### config.mk
export PLATFORM = sky130hd
export DESIGN_NAME = wb_arbiter_flat
export DESIGN_NICKNAME = d
export VERILOG_FILES = /design/src/rtl/cpu_pkg.sv /design/src/rtl/wb_arbiter_if.sv /design/src/rtl/wb_fifo.sv /design/src/rtl/wb_arbiter.sv /design/src/flat_wrapper.sv
export SDC_FILE = /design/constraint.sdc
export NUM_CORES = 1
export LEC_CHECK = 0
export ABC_CLOCK_PERIOD_IN_PS = 1800
export BUFFER_PORTS_ARGS = -buffer_cell sky130_fd_sc_hd__buf_4
export CAP_MARGIN = 20
export CORE_ASPECT_RATIO = 1.1
export CORE_MARGIN = 2
export CORE_UTILIZATION = 46
export DETAILED_ROUTE_END_ITERATION = 7
export HOLD_SLACK_MARGIN = 0.06
export PLACE_DENSITY_LB_ADDON = 0.2
export SLEW_MARGIN = 20
export SYNTH_ARGS = -nofsm -noshare
export SYNTH_HDL_FRONTEND = slang
export SYNTH_SLANG_ARGS = --single-unit
### constraint.sdc
create_clock -name clk -period 1.8 [get_ports clk]
set_input_delay 0.18 -clock clk [delete_from_list [all_inputs] [get_ports clk]]
set_output_delay 0.18 -clock clk [all_outputs]
set_load 0.01 [all_outputs]
### src/rtl/cpu_pkg.sv
// Shared types for the 16-bit serial CPU: data word, register index,
// register-file size and the writeback FIFO entry.
package cpu_pkg;

    typedef logic [15:0] word_t;
    typedef logic [2:0]  reg_idx_t;

    localparam int REG_COUNT = 8;

    typedef logic [REG_COUNT-1:0] reg_mask_t;

    typedef struct packed {
        reg_idx_t rd;
        word_t    data;
    } wb_entry_t;

    // One-hot mask selecting a single register of the file.
    function automatic reg_mask_t reg_onehot(input reg_idx_t idx);
        reg_mask_t m;
        m      = '0;
        m[idx] = 1'b1;
        return m;
    endfunction

endpackage

### src/rtl/wb_arbiter_if.sv
// Bundle of the writeback arbiter's handshake, scoreboard-query and
// register-file write-port signals. The slave modport is the arbiter side.
interface wb_arbiter_if;
    import cpu_pkg::*;

    logic     alu_valid;
    reg_idx_t alu_rd;
    word_t    alu_data;
    logic     mem_valid;
    logic     mem_ready;
    reg_idx_t mem_rd;
    word_t    mem_data;
    logic     ld_issue;
    reg_idx_t ld_rd;
    reg_idx_t rs1;
    reg_idx_t rs2;
    logic     rs1_busy;
    logic     rs2_busy;
    logic     fwd1_hit;
    logic     fwd2_hit;
    word_t    fwd1_data;
    word_t    fwd2_data;
    logic     rd_we;
    reg_idx_t rd;
    word_t    rd_data;

    modport slave (
        input  alu_valid, alu_rd, alu_data,
        input  mem_valid, mem_rd, mem_data,
        input  ld_issue, ld_rd, rs1, rs2,
        output mem_ready, rs1_busy, rs2_busy,
        output fwd1_hit, fwd2_hit, fwd1_data, fwd2_data,
        output rd_we, rd, rd_data
    );

    modport master (
        output alu_valid, alu_rd, alu_data,
        output mem_valid, mem_rd, mem_data,
        output ld_issue, ld_rd, rs1, rs2,
        input  mem_ready, rs1_busy, rs2_busy,
        input  fwd1_hit, fwd2_hit, fwd1_data, fwd2_data,
        input  rd_we, rd, rd_data
    );

endinterface

### src/rtl/wb_fifo.sv
// Two-entry FIFO holding returned load results ({dest, data}) until the
// write port is free. Full/empty are registered so the upstream ready never
// depends combinationally on this cycle's push or pop.
module wb_fifo
    import cpu_pkg::*;
(
    input  logic      clk,
    input  logic      rst_n,
    input  logic      push_i,
    input  wb_entry_t push_data_i,
    input  logic      pop_i,
    output wb_entry_t head_o,
    output logic      full_o,
    output logic      empty_o
);

    wb_entry_t  entries_q [2];
    logic       wr_ptr_q;
    logic       rd_ptr_q;
    logic [1:0] count_q;
    logic [1:0] count_d;
    logic       full_q;
    logic       empty_q;
    logic       do_push;
    logic       do_pop;

    assign do_push = push_i && !full_q;
    assign do_pop  = pop_i && !empty_q;

    // Occupancy after this cycle's push/pop; a simultaneous pair leaves it unchanged.
    always_comb begin
        count_d = count_q;
        if (do_push && !do_pop) begin
            count_d = count_q + 2'd1;
        end else if (!do_push && do_pop) begin
            count_d = count_q - 2'd1;
        end
    end

    // Pointer and occupancy bookkeeping; reset empties the FIFO.
    always_ff @(posedge clk) begin
        if (!rst_n) begin
            wr_ptr_q <= 1'b0;
            rd_ptr_q <= 1'b0;
            count_q  <= 2'd0;
            full_q   <= 1'b0;
            empty_q  <= 1'b1;
        end else begin
            if (do_push) begin
                wr_ptr_q <= ~wr_ptr_q;
            end
            if (do_pop) begin
                rd_ptr_q <= ~rd_ptr_q;
            end
            count_q <= count_d;
            full_q  <= (count_d == 2'd2);
            empty_q <= (count_d == 2'd0);
        end
    end

    // Entry storage; contents are don't-care while the slot is empty.
    always_ff @(posedge clk) begin
        if (do_push) begin
            entries_q[wr_ptr_q] <= push_data_i;
        end
    end

    assign head_o  = entries_q[rd_ptr_q];
    assign full_o  = full_q;
    assign empty_o = empty_q;

endmodule

### src/rtl/wb_arbiter.sv
// Writeback arbiter: merges single-cycle ALU results and buffered load
// results onto the register file's single write port (ALU has strict
// priority), and keeps a per-register scoreboard of uncommitted loads.
// Build option WB_FWD_EN: forward the committing write to decode instead of
// reporting its destination as busy for that extra cycle.
module wb_arbiter
    import cpu_pkg::*;
(
    input  logic        clk,
    input  logic        rst_n,
    wb_arbiter_if.slave bus
);

    wb_entry_t fifo_head;
    wb_entry_t fifo_push_data;
    logic      fifo_full;
    logic      fifo_empty;
    logic      fifo_push;
    logic      fifo_pop;

    logic      win_valid;
    wb_entry_t win;

    logic      rd_we_q, rd_we_d;
    reg_idx_t  rd_q, rd_d;
    word_t     rd_data_q, rd_data_d;
    logic      ld_commit_q, ld_commit_d;
    reg_mask_t busy_q, busy_d;
    reg_mask_t set_mask, clr_mask;

    logic      match1;
    logic      match2;

    assign fifo_push_data = '{rd: bus.mem_rd, data: bus.mem_data};
    assign fifo_push      = bus.mem_valid && !fifo_full;
    assign fifo_pop       = !bus.alu_valid && !fifo_empty;
    assign bus.mem_ready  = !fifo_full;

    wb_fifo u_fifo (
        .clk         (clk),
        .rst_n       (rst_n),
        .push_i      (fifo_push),
        .push_data_i (fifo_push_data),
        .pop_i       (fifo_pop),
        .head_o      (fifo_head),
        .full_o      (fifo_full),
        .empty_o     (fifo_empty)
    );

    // Select this cycle's writer: ALU first, otherwise the oldest buffered load.
    always_comb begin
        win_valid = 1'b0;
        win       = fifo_head;
        if (bus.alu_valid) begin
            win_valid = 1'b1;
            win.rd    = bus.alu_rd;
            win.data  = bus.alu_data;
        end else if (!fifo_empty) begin
            win_valid = 1'b1;
        end
    end

    // Next write-port value and scoreboard; a new load issue beats a same-register clear.
    always_comb begin
        rd_we_d     = win_valid && (win.rd != '0);
        rd_d        = win_valid ? win.rd : rd_q;
        rd_data_d   = win_valid ? win.data : rd_data_q;
        ld_commit_d = fifo_pop && (fifo_head.rd != '0);
        set_mask    = '0;
        clr_mask    = '0;
        if (bus.ld_issue && (bus.ld_rd != '0)) begin
            set_mask = reg_onehot(bus.ld_rd);
        end
        if (ld_commit_q) begin
            clr_mask = reg_onehot(rd_q);
        end
        busy_d    = (busy_q & ~clr_mask) | set_mask;
        busy_d[0] = 1'b0;
    end

    // Register the write port and scoreboard; reset drops any pending write.
    always_ff @(posedge clk) begin
        if (!rst_n) begin
            rd_we_q     <= 1'b0;
            rd_q        <= '0;
            rd_data_q   <= '0;
            ld_commit_q <= 1'b0;
            busy_q      <= '0;
        end else begin
            rd_we_q     <= rd_we_d;
            rd_q        <= rd_d;
            rd_data_q   <= rd_data_d;
            ld_commit_q <= ld_commit_d;
            busy_q      <= busy_d;
        end
    end

    assign bus.rd_we   = rd_we_q;
    assign bus.rd      = rd_q;
    assign bus.rd_data = rd_data_q;

    // A source matches when the register file is being written with it right now.
    assign match1 = rd_we_q && (rd_q == bus.rs1) && (bus.rs1 != '0);
    assign match2 = rd_we_q && (rd_q == bus.rs2) && (bus.rs2 != '0);

`ifdef WB_FWD_EN
    assign bus.fwd1_hit  = match1;
    assign bus.fwd2_hit  = match2;
    assign bus.fwd1_data = rd_data_q;
    assign bus.fwd2_data = rd_data_q;
    assign bus.rs1_busy  = busy_q[bus.rs1];
    assign bus.rs2_busy  = busy_q[bus.rs2];
`else
    assign bus.fwd1_hit  = 1'b0;
    assign bus.fwd2_hit  = 1'b0;
    assign bus.fwd1_data = '0;
    assign bus.fwd2_data = '0;
    assign bus.rs1_busy  = busy_q[bus.rs1] | match1;
    assign bus.rs2_busy  = busy_q[bus.rs2] | match2;
`endif

endmodule

### src/flat_wrapper.sv
// flat-port wrapper written by rule: the top's interface ports become plain ports
module wb_arbiter_flat import cpu_pkg::*;
  (clk, rst_n, bus_alu_valid, bus_alu_rd, bus_alu_data, bus_mem_valid, bus_mem_rd, bus_mem_data, bus_ld_issue, bus_ld_rd, bus_rs1, bus_rs2, bus_mem_ready, bus_rs1_busy, bus_rs2_busy, bus_fwd1_hit, bus_fwd2_hit, bus_fwd1_data, bus_fwd2_data, bus_rd_we, bus_rd, bus_rd_data);
  wb_arbiter_if bus_i ();
  input  logic clk;
  input  logic rst_n;
  input wire logic [$bits(bus_i.alu_valid)-1:0] bus_alu_valid;
  input wire logic [$bits(bus_i.alu_rd)-1:0] bus_alu_rd;
  input wire logic [$bits(bus_i.alu_data)-1:0] bus_alu_data;
  input wire logic [$bits(bus_i.mem_valid)-1:0] bus_mem_valid;
  input wire logic [$bits(bus_i.mem_rd)-1:0] bus_mem_rd;
  input wire logic [$bits(bus_i.mem_data)-1:0] bus_mem_data;
  input wire logic [$bits(bus_i.ld_issue)-1:0] bus_ld_issue;
  input wire logic [$bits(bus_i.ld_rd)-1:0] bus_ld_rd;
  input wire logic [$bits(bus_i.rs1)-1:0] bus_rs1;
  input wire logic [$bits(bus_i.rs2)-1:0] bus_rs2;
  output wire logic [$bits(bus_i.mem_ready)-1:0] bus_mem_ready;
  output wire logic [$bits(bus_i.rs1_busy)-1:0] bus_rs1_busy;
  output wire logic [$bits(bus_i.rs2_busy)-1:0] bus_rs2_busy;
  output wire logic [$bits(bus_i.fwd1_hit)-1:0] bus_fwd1_hit;
  output wire logic [$bits(bus_i.fwd2_hit)-1:0] bus_fwd2_hit;
  output wire logic [$bits(bus_i.fwd1_data)-1:0] bus_fwd1_data;
  output wire logic [$bits(bus_i.fwd2_data)-1:0] bus_fwd2_data;
  output wire logic [$bits(bus_i.rd_we)-1:0] bus_rd_we;
  output wire logic [$bits(bus_i.rd)-1:0] bus_rd;
  output wire logic [$bits(bus_i.rd_data)-1:0] bus_rd_data;
  assign bus_i.alu_valid = bus_alu_valid;
  assign bus_i.alu_rd = bus_alu_rd;
  assign bus_i.alu_data = bus_alu_data;
  assign bus_i.mem_valid = bus_mem_valid;
  assign bus_i.mem_rd = bus_mem_rd;
  assign bus_i.mem_data = bus_mem_data;
  assign bus_i.ld_issue = bus_ld_issue;
  assign bus_i.ld_rd = bus_ld_rd;
  assign bus_i.rs1 = bus_rs1;
  assign bus_i.rs2 = bus_rs2;
  assign bus_mem_ready = bus_i.mem_ready;
  assign bus_rs1_busy = bus_i.rs1_busy;
  assign bus_rs2_busy = bus_i.rs2_busy;
  assign bus_fwd1_hit = bus_i.fwd1_hit;
  assign bus_fwd2_hit = bus_i.fwd2_hit;
  assign bus_fwd1_data = bus_i.fwd1_data;
  assign bus_fwd2_data = bus_i.fwd2_data;
  assign bus_rd_we = bus_i.rd_we;
  assign bus_rd = bus_i.rd;
  assign bus_rd_data = bus_i.rd_data;
  wb_arbiter u_core (.clk(clk), .rst_n(rst_n), .bus(bus_i));
endmodule
==> impl_metrics.py, run 1 <==
metrics = {
    "finish": {
        "final_common_cell": "buf_4",
        "n_fill_cell": 630,
        "drive_gt1_share_pct": 25.8,
        "layout_common_cells": "81 x buf_4, 38 x edfxtp_1, 35 x dfxtp_1, 34 x conb_1, 25 x mux2i_1",
        "final_nets": 458,
        "stdcell_count": 496,
        "area_delta_synth_final_pct": 25.9,
        "multi_input_area_um2": 1310,
        "antennaDiodeCount": 0,
        "ff_latch_area_um2": 1840,
    },
    "cts": {
        "cts_tree": "done",
        "root_buffer": "clkbuf_8",
        "cts_buffers": 9,
        "clockBufferDepth": 2,
        "cts_resized": 0,
        "htreeDepth": 3,
        "clock_latency_ns": 0.33,
        "clock_sinks": 73,
        "path_clk_slew_ns": 0.08,
    },
    "min_path": {
        "min-delay-start": "bus_alu_data[2]",
        "hold_path_class": "input pin to flip-flop",
        "whs_endpoint": "u_core.bus.rd_data[2]",
        "min_path_cells": 3,
    },
    "detailed_routing": {
        "drtIter0Drc": 75,
        "drcViolationCount": 8,
        "first_pass_iters": 7,
        "wirelength_mm": 6.73,
        "post_drt_wl_per_cell_um": 13.6,
        "routed-via-count": 2519,
        "vias_per_cell": 5.08,
        "ant_nets": 0,
    },
    "run_status": {
        "violations": "design-rule violations",
        "status": "complete, but fails checks",
    },
    "power": {
        "p_comb_share_pct": 20.8,
        "ir_drop_mv": 0.550,
        "switching_share_pct": 27.7,
        "powerDensity_nw_per_um2": 982,
        "p_sw_w": 0.00116,
        "p_int_w": 0.00303,
        "power.leakage_nw": 1.72,
        "pwr-share-seq_pct": 48.9,
        "share_clk_of_total_power_pct": 30.3,
    },
    "yosys": {
        "ys.flop_type": "edfxtp_1",
        "synth-adder-area-share_pct": 0,
        "netlist_area_um2": 3390,
        "synthSimpleGateAreaFrac_pct": 12.6,
        "seq_area_frac_synth_pct": 54.4,
        "synth_cell_types": 41,
        "synthCells": 311,
        "muxShareOfSynthArea_pct": 9.38,
        "synth_compound_area_share_pct": 10.9,
        "synth_top_family_by_area": "simple AND/OR/NAND/NOR gates",
        "synth-edff-count": 38,
        "yosysWarnings": 0,
        "synth.ff_latch_count": 73,
        "synthArstFlopShare_pct": 0,
        "avgSynthCellArea_um2": 10.9,
        "synth_xor_xnor_area_share_pct": 2.03,
    },
    "worst_setup_path": {
        "cp_max_fo": 3,
        "cp_top_family": "multiplexers",
        "crit_type": "flip-flop to primary output",
        "arrival_ns": 1.49,
        "regToRegEndpoint": "u_core.bus.rd_data[14]",
        "cpMaxStageDelayCell": "mux4_2",
        "critPathBufInv": 1,
        "r2r_slack_ns": 0.39,
        "worst_r2r_path_depth": 5,
        "crit_path_start_kind": "flip-flop",
        "worst_setup_path_end_kind": "primary output",
        "slowest_delay_ns": 0.47,
        "cp_data_required_time_ns": 1.62,
        "path_cells": "mux4_2, mux2i_1, o21ai_1, buf_4",
    },
    "die": {
        "rows": 32,
        "start_util_pct": 47.8,
        "die_x_um": 85.8,
        "die_y_um": 94.0,
        "die_area_um2": 8070,
        "core-area_um2": 7090,
        "ios": 109,
    },
    "sta": {
        "fin_setup_tns_ns": 0,
        "hold_ws_ns": 0.0707,
        "min_period_ns": 1.67,
        "clock_skew_ns": 0.0101,
        "rsz0062_at_grt": "no",
        "fmax_ghz": 0.598,
        "finalWorstSetupSlack_ns": 0.128,
        "slew_viol_final": 0,
        "setup_violations": 0,
        "timing.final.crit_share_pct": 92.9,
        "finalHoldViolCount": 0,
    },
    "global_route": {
        "grt_max_degree": 39,
        "grt_overflow": 0,
        "track_usage_pct": 17.2,
        "grt_pass1_vias": 2386,
        "antenna_found_initial": 0,
        "grt_pass1_wl_mm": 10.8,
    },
    "placement": {
        "io_buffers": 74,
        "place_ws_ns": 0.377,
        "placedCellCount": 461,
        "dp_hpwl_mm": 4.57,
        "globalplace.congestion": 0.757,
    },
    "flow_run": {
        "drv_cap": 0,
    },
}
-- how the worst max path moves through the flow --
stage                               startpoint                            end  slack (ns)  cells after the start
after global placement               flip-flop         u_core.bus.rd_data[14]        0.42                      5
after detailed placement             flip-flop         u_core.bus.rd_data[14]        0.38                      5
after floorplan           u_core.u_fifo.full_o  u_core.u_fifo.entries_q[0][0]        0.02                      2
after global routing          u_core.bus.rd[1]                   bus_rs1_busy        0.02                      5
after CTS                     u_core.busy_q[7]                   bus_rs1_busy        0.11                      4
final                         u_core.busy_q[7]                   bus_rs1_busy        0.13                      4
-- worst register-to-register path: stages, from the launching register on --
cell     delay [ns]
dfxtp_1        0.58
buf_4          0.23
mux2i_1        0.23
nor2_1         0.07
a21oi_1        0.11
o21ai_0        0.09
-- stage by stage --
| stage | utilization (%) | area (um^2) | total power (W) |
|---|---|---|---|
| global placement | 54.7 | 3880 | 0.00291 |
| global route | 60.2 | 4260 | 0.00440 |
| floorplan | - | 3510 | 0.00267 |
| detailed placement | 54.7 | 3880 | 0.00292 |
| finish | 60.2 | 4260 | 0.00419 |
| CTS | 60.2 | 4260 | 0.00422 |
-- metal layers --
layer | track usage [%] | wire, um
met1 | 21.2 | 2910
met5 | 0 | 0
met3 | 3.51 | 321
met4 | 8.07 | 100
met2 | 29.0 | 3390
-- kinds of logic (layout without fill, tap and decap cells) --
kind of cell,count (synthesis),after routing
other,1,34
flip-flops,73,73
AO/OA/AOI/OAI,65,65
multiplexers,29,29
AND/OR/NAND/NOR,85,85
buffers and inverters,51,118
XOR/XNOR,7,7
-- power groups by stage --
stage,Combinational (W),Sequential (W),Clock (W)
after floorplan,0.000607,0.00206,0
after global routing,0.000968,0.00207,0.00136
final,0.000872,0.00205,0.00127
after global placement,0.000830,0.00208,0
after detailed placement,0.000838,0.00209,0
after CTS,0.000878,0.00205,0.00129
-- synthesized netlist by cell type (3+ instances only) --
master,count,share of area [%]
a21boi_0,7,1.6
nand3_1,23,3.4
buf_6,3,1.0
o31ai_1,3,0.66
buf_4,36,8.0
xor2_1,4,1.0
nand2_1,12,1.3
edfxtp_1,38,34
dfxtp_1,35,21
o21ai_1,3,0.44
buf_2,7,1.0
mux2i_1,25,7.4
o21ai_0,23,3.4
a21oi_1,21,3.1
and2_1,5,0.92
nand2b_1,7,1.3
nor2_1,23,2.5
nor2b_1,5,0.92
-- state kept, by name (all words and copies together) (netlist names), named ones only --
signal and cells:
u_core.bus.rd_data 16, u_core.busy_q 7, u_core.u_fifo.count_q 2, u_core.bus.rd 3, u_core.u_fifo.entries_q 38, u_core.u_fifo.rd_ptr_q 1, u_core.ld_commit_q 1, u_core.u_fifo.wr_ptr_q 1
u_core.u_fifo.empty_o 1, u_core.u_fifo.full_o 1, u_core.bus.rd_we 1
-- timing repair --
action	4_1_cts	5_1_grt
setup buffers	0	0
setup endpoints to repair	0	0
endpoints found under the hold margin	38	0
hold buffers	19	0
-- final cells by class --
class	count	share of cell area, %
clock buffer	11	3.32
clock inverter	5	1.32
inverter	2	0.176
multi-input combinational	220	30.8
sequential	73	43.2
tap	85	2.49
timing repair buffer	100	18.7
No activity file was read; power rests on OpenSTA's default activity.
==> run 2: changes to the inputs <==
Settings changed: ABC_CLOCK_PERIOD_IN_PS 1800 to 2100, CELL_PAD_IN_SITES_DETAIL_PLACEMENT set to 2, CELL_PAD_IN_SITES_GLOBAL_PLACEMENT set to 2, CORE_UTILIZATION 46 to 33.
Clock period 1.8 ns to 2.1 ns, I/O delays scaled along.
==> impl_metrics.py, run 2 (synthesis gave the netlist of run 1 again) <==
metrics = {
    "placement": {
        "place_area_um2": 3920,
        "io_buffers": 74,
        "dp_hpwl_mm": 6.17,
        "globalplace.congestion": 0.755,
    },
    "sta": {
        "timing.final.crit_share_pct": 82.4,
        "fin_setup_tns_ns": 0,
        "slew_headroom_pct": 57.3,
        "hold_ws_ns": 0.0959,
        "clock_skew_ns": 0.00732,
        "slew_viol_final": 0,
        "min_period_ns": 1.73,
        "finalHoldViolCount": 0,
        "rsz0062_at_grt": "no",
        "setup_violations": 0,
        "worst_slew_pin_slew_ns": 0.639,
        "fmax_ghz": 0.578,
    },
    "die": {
        "die_area_um2": 11100,
        "core-area_um2": 9940,
        "ios": 109,
        "start_util_pct": 34.1,
        "rows": 38,
        "die_x_um": 101,
        "die_y_um": 110,
    },
    "detailed_routing": {
        "vias_per_cell": 4.81,
        "drtIter0Drc": 81,
        "first_pass_iters": 4,
        "ant_nets": 0,
        "drcViolationCount": 0,
        "routed-via-count": 2544,
        "wirelength_mm": 8.96,
        "post_drt_wl_per_cell_um": 16.9,
    },
    "finish": {
        "antennaDiodeCount": 0,
        "post-route-util_pct": 43.2,
        "layout_common_cells": "78 x buf_4, 38 x edfxtp_1, 35 x dfxtp_1, 34 x conb_1, 25 x mux2i_1",
        "regMostFlops": "u_core.u_fifo.entries_q",
        "drive_gt1_share_pct": 25.4,
        "final_nets": 456,
        "largest_reg_flops": 38,
        "final_common_cell": "buf_4",
        "n_fill_cell": 1051,
        "area_delta_synth_final_pct": 26.7,
        "fin_area_um2": 4290,
    },
    "worst_setup_path": {
        "regToRegEndpoint": "u_core.bus.rd_data[15]",
        "worst_setup_path_end_kind": "primary output",
        "cp_data_required_time_ns": 1.89,
        "arrival_ns": 1.52,
        "cp_max_fo": 3,
        "r2r_slack_ns": 0.46,
        "crit_path_start_kind": "flip-flop",
        "crit_end": "bus_rs1_busy",
        "crit_type": "flip-flop to primary output",
        "worst_r2r_path_depth": 5,
        "crit_start": "u_core.busy_q[7]",
    },
    "power": {
        "power.leakage_nw": 1.71,
        "total_power_w": 0.00357,
        "powerDensity_nw_per_um2": 833,
        "ir_drop_mv": 0.432,
    },
    "flow_run": {
        "drv_cap": 0,
    },
    "cts": {
        "path_clk_slew_ns": 0.08,
        "cts_buffers": 9,
        "cts_tree": "done",
        "clockBufferDepth": 2,
        "clock_sinks": 73,
        "root_buffer": "clkbuf_8",
        "htreeDepth": 3,
        "clock_latency_ns": 0.34,
    },
    "global_route": {
        "grt_pass1_wl_mm": 14.4,
        "grt_overflow": 0,
        "antenna_found_initial": 0,
        "grt_pass1_vias": 2799,
        "grt_max_degree": 39,
        "track_usage_pct": 16.9,
    },
    "run_status": {
        "status": "completed",
    },
    "min_path": {
        "hold_path_class": "input pin to flip-flop",
    },
}
## run 2: changes by cell type in the layout (fill, tap and decap cells not counted), sizes merged
cell / previous run / this run
buf: 81 / 79
bufinv: 1 / 0
clkinvlp: 1 / 2
## run 2: repair_timing
action | 4_1_cts | 5_1_grt
resized for setup | 0 | 0
endpoints found under the hold margin | 38 | 0
buffers inserted | 0 | 0
hold buffers | 19 | 0
## run 2: worst max-delay path, cell delays in order (launching register included)
cell and delay, ns:
dfxtp_1 0.33, mux4_2 0.46, mux2i_1 0.16, o21ai_1 0.09
buf_4 0.15
## run 2: how the worst min path moves through the flow
stage | startpoint | end | cells after the start
finish | bus_alu_data[11] | u_core.bus.rd_data[11] | 3
global route | bus_alu_data[11] | u_core.bus.rd_data[11] | 3
CTS | bus_alu_data[3] | u_core.bus.rd_data[3] | 3
detailed placement | bus_mem_data[13] | u_core.u_fifo.entries_q[0][13] | 1
global placement | bus_mem_data[13] | u_core.u_fifo.entries_q[0][13] | 1
floorplan | bus_mem_data[0] | u_core.u_fifo.entries_q[0][0] | 0
## run 2: per-stage QoR
stage                     std cells  setup WS [ns]
after floorplan                 344          0.324
after global routing            529          0.208
final                           529          0.371
after CTS                       529          0.321
after detailed placement        494          0.491
after global placement          494          0.584
## run 2: layout make-up
class | count | area (um^2) | area share (%)
repair buffers | 98 | 796 | 18.5
flip-flops and latches | 73 | 1840 | 42.9
clock buffers | 11 | 153 | 3.56
multi-input cells | 220 | 1310 | 30.6
well taps | 120 | 150 | 3.50
clock inverters | 5 | 30.0 | 0.700
inverters | 2 | 7.51 | 0.175
## run 2: power breakdown
part	leakage, nW	internal [W]	switching, W
Sequential	0.644	0.00165	0.000134
Combinational	0.973	0.000366	0.000400
Clock	0.0902	0.000495	0.000527
Total	1.71	0.00251	0.00106
## run 2: metal layers
layer	vias to the layer above	routed length (um)	GRT usage, %
li1	1219	-	-
met1	1247	3810	19.9
met2	70	4750	31.3
met3	8	293	2.46
met4	0	104	6.16
met5	-	0	0
==> run 3: changes to the inputs <==
Settings changed: ABC_AREA set to 1, ABC_CLOCK_PERIOD_IN_PS 2100 to 1480, CORE_UTILIZATION 33 to 27.
Clock period 2.1 ns to 1.48 ns, I/O delays scaled along.
==> impl_metrics.py, run 3 <==
metrics = {
    "sta": {
        "fin_setup_tns_ns": 0,
        "fmax_ghz": 0.713,
        "clock_skew_ns": 0.00598,
        "min_period_ns": 1.40,
        "finalHoldViolCount": 0,
        "slew_viol_final": 0,
        "timing.final.crit_share_pct": 94.8,
        "setup_violations": 0,
    },
    "yosys": {
        "synthArstFlopShare_pct": 0,
        "avgSynthCellArea_um2": 9.22,
        "ys.flop_type": "edfxtp_1",
        "synth.ff_latch_count": 73,
        "synth-edff-count": 38,
        "synth_most_common_cell": "nand2_1",
        "synth.largest_area_cell": "edfxtp_1",
        "synth_cell_types": 33,
        "synthTopCellsByArea": "edfxtp_1 34%, dfxtp_1 21%, buf_4 7.9%, nand2_1 7.7%, o21ai_0 3.9%",
        "synth_top_area_share_pct": 34.1,
        "netlist_area_um2": 3350,
        "yosysWarnings": 0,
        "synthCells": 363,
        "seq_area_frac_synth_pct": 55.0,
        "yosys-top-cells-count": "69 x nand2_1, 38 x edfxtp_1, 35 x buf_4, 35 x dfxtp_1, 33 x nor2_1",
    },
    "power": {
        "power.leakage_nw": 1.94,
        "pwr-share-seq_pct": 43.1,
        "ir_drop_mv": 0.690,
        "powerDensity_nw_per_um2": 1260,
        "total_power_w": 0.00567,
        "share_clk_of_total_power_pct": 38.1,
        "p_sw_w": 0.00156,
        "switching_share_pct": 27.5,
        "p_comb_share_pct": 18.8,
        "p_int_w": 0.00411,
    },
    "finish": {
        "stdcell_count": 625,
        "regMostFlops": "u_core.u_fifo.entries_q",
        "final_nets": 518,
        "drive_gt1_share_pct": 25.7,
        "antennaDiodeCount": 0,
        "area_delta_synth_final_pct": 34.7,
        "layout_common_cells": "82 x buf_4, 69 x nand2_1, 38 x edfxtp_1, 34 x conb_1, 32 x dfxtp_1",
        "largest_reg_flops": 38,
        "final_common_cell": "buf_4",
        "fin_area_um2": 4510,
    },
    "detailed_routing": {
        "vias_per_cell": 4.53,
        "ant_nets": 0,
        "post_drt_wl_per_cell_um": 15.5,
        "routed-via-count": 2829,
        "drcViolationCount": 0,
        "wirelength_mm": 9.70,
        "first_pass_iters": 4,
        "drtIter0Drc": 115,
    },
    "global_route": {
        "grt_pass1_wl_mm": 15.4,
        "grt_overflow": 0,
        "grt_max_degree": 21,
        "track_usage_pct": 15.3,
        "grt_pass1_vias": 3091,
        "antenna_found_initial": 0,
    },
    "cts": {
        "cts_tree": "done",
        "cts_buffers": 9,
        "clock_latency_ns": 0.33,
        "clock_sinks": 73,
        "htreeDepth": 3,
        "clockBufferDepth": 2,
        "path_clk_slew_ns": 0.06,
        "root_buffer": "clkbuf_16",
    },
    "worst_setup_path": {
        "arrival_ns": 1.25,
        "crit_type": "flip-flop to primary output",
        "crit_path_start_kind": "flip-flop",
        "cp_data_required_time_ns": 1.33,
        "worst_setup_path_end_kind": "primary output",
        "cp_max_fo": 6,
    },
    "placement": {
        "placedCellCount": 588,
        "io_buffers": 74,
        "dp_hpwl_mm": 6.89,
        "globalplace.congestion": 0.815,
        "place_area_um2": 3980,
    },
    "run_status": {
        "status": "completed",
    },
    "die": {
        "core-area_um2": 12100,
        "die_area_um2": 13300,
        "die_y_um": 121,
        "start_util_pct": 27.7,
        "die_x_um": 110,
        "rows": 42,
        "ios": 109,
    },
    "flow_run": {
        "drv_cap": 0,
    },
    "min_path": {
        "hold_path_class": "input pin to flip-flop",
    },
}
-- run 3: worst paths after layout --
kind         slack, ns                     end  depth (start not counted)              startpoint
max               0.08            bus_rs1_busy                          6        u_core.bus.rd[1]
min                0.1   u_core.bus.rd_data[3]                          3         bus_alu_data[3]
max reg2reg       0.18   u_core.bus.rd_data[6]                          6               flip-flop
min reg2reg       0.46  u_core.u_fifo.rd_ptr_q                          1  u_core.u_fifo.rd_ptr_q
-- run 3: timing repair --
item	CTS	global route
endpoints found under the setup margin	2	2
gates resized for setup	3	13
hold buffers	20	0
pin swaps	0	1
hold endpoints to repair	39	0
cloned	0	0
buffers inserted	0	1
-- run 3: critical path: stages, from the launching register on --
cell      delay [ns]
dfxtp_4         0.36
inv_2           0.07
nand2_1         0.06
a21oi_2         0.11
nand3b_1        0.10
nand3_1         0.09
buf_4           0.12
-- run 3: cell families (layout without fill, tap and decap cells) --
kind of cell,after synthesis,in the layout,synth area share [%]
AO/OA/AOI/OAI,73,73,12.1
multiplexers,2,2,0.598
other,1,34,0.112
flip-flops,73,73,55.0
buffers and inverters,77,152,13.7
AND/OR/NAND/NOR,137,137,18.4
-- run 3: final cells by class --
type	instances	area (um^2)
fill	1377	7580
sequential	73	1850
multi-input combinational	246	1190
timing repair buffer	104	856
clock buffer	10	239
tap	154	193
inverter	32	125
clock inverter	6	57.6
-- run 3: metal layers --
metal  track usage, %  part of all wire (%)  vias up
met2             28.6                    54       75
li1                 -                     -     1362
met5                0                     0        -
met3             3.23                   3.8        9
met1             17.1                    41     1383
met4             4.45                   1.2        0
-- run 3: through the flow --
step	hold WS, ns	utilization, %	worst slack (ns)
floorplan	0.247	-	0.0123
global placement	0.335	32.9	0.211
detailed placement	0.338	32.9	0.155
CTS	0.0936	37.1	0.0133
global route	0.103	37.3	-0.00484
finish	0.0981	37.3	0.0771
-- run 3: power groups by stage --
stage	sequential, W	combinational (W)	clock, W
detailed placement	0.00248	0.00102	0
global route	0.00247	0.00120	0.00231
CTS	0.00245	0.00108	0.00222
finish	0.00244	0.00107	0.00216
floorplan	0.00248	0.000616	0
global placement	0.00247	0.000990	0
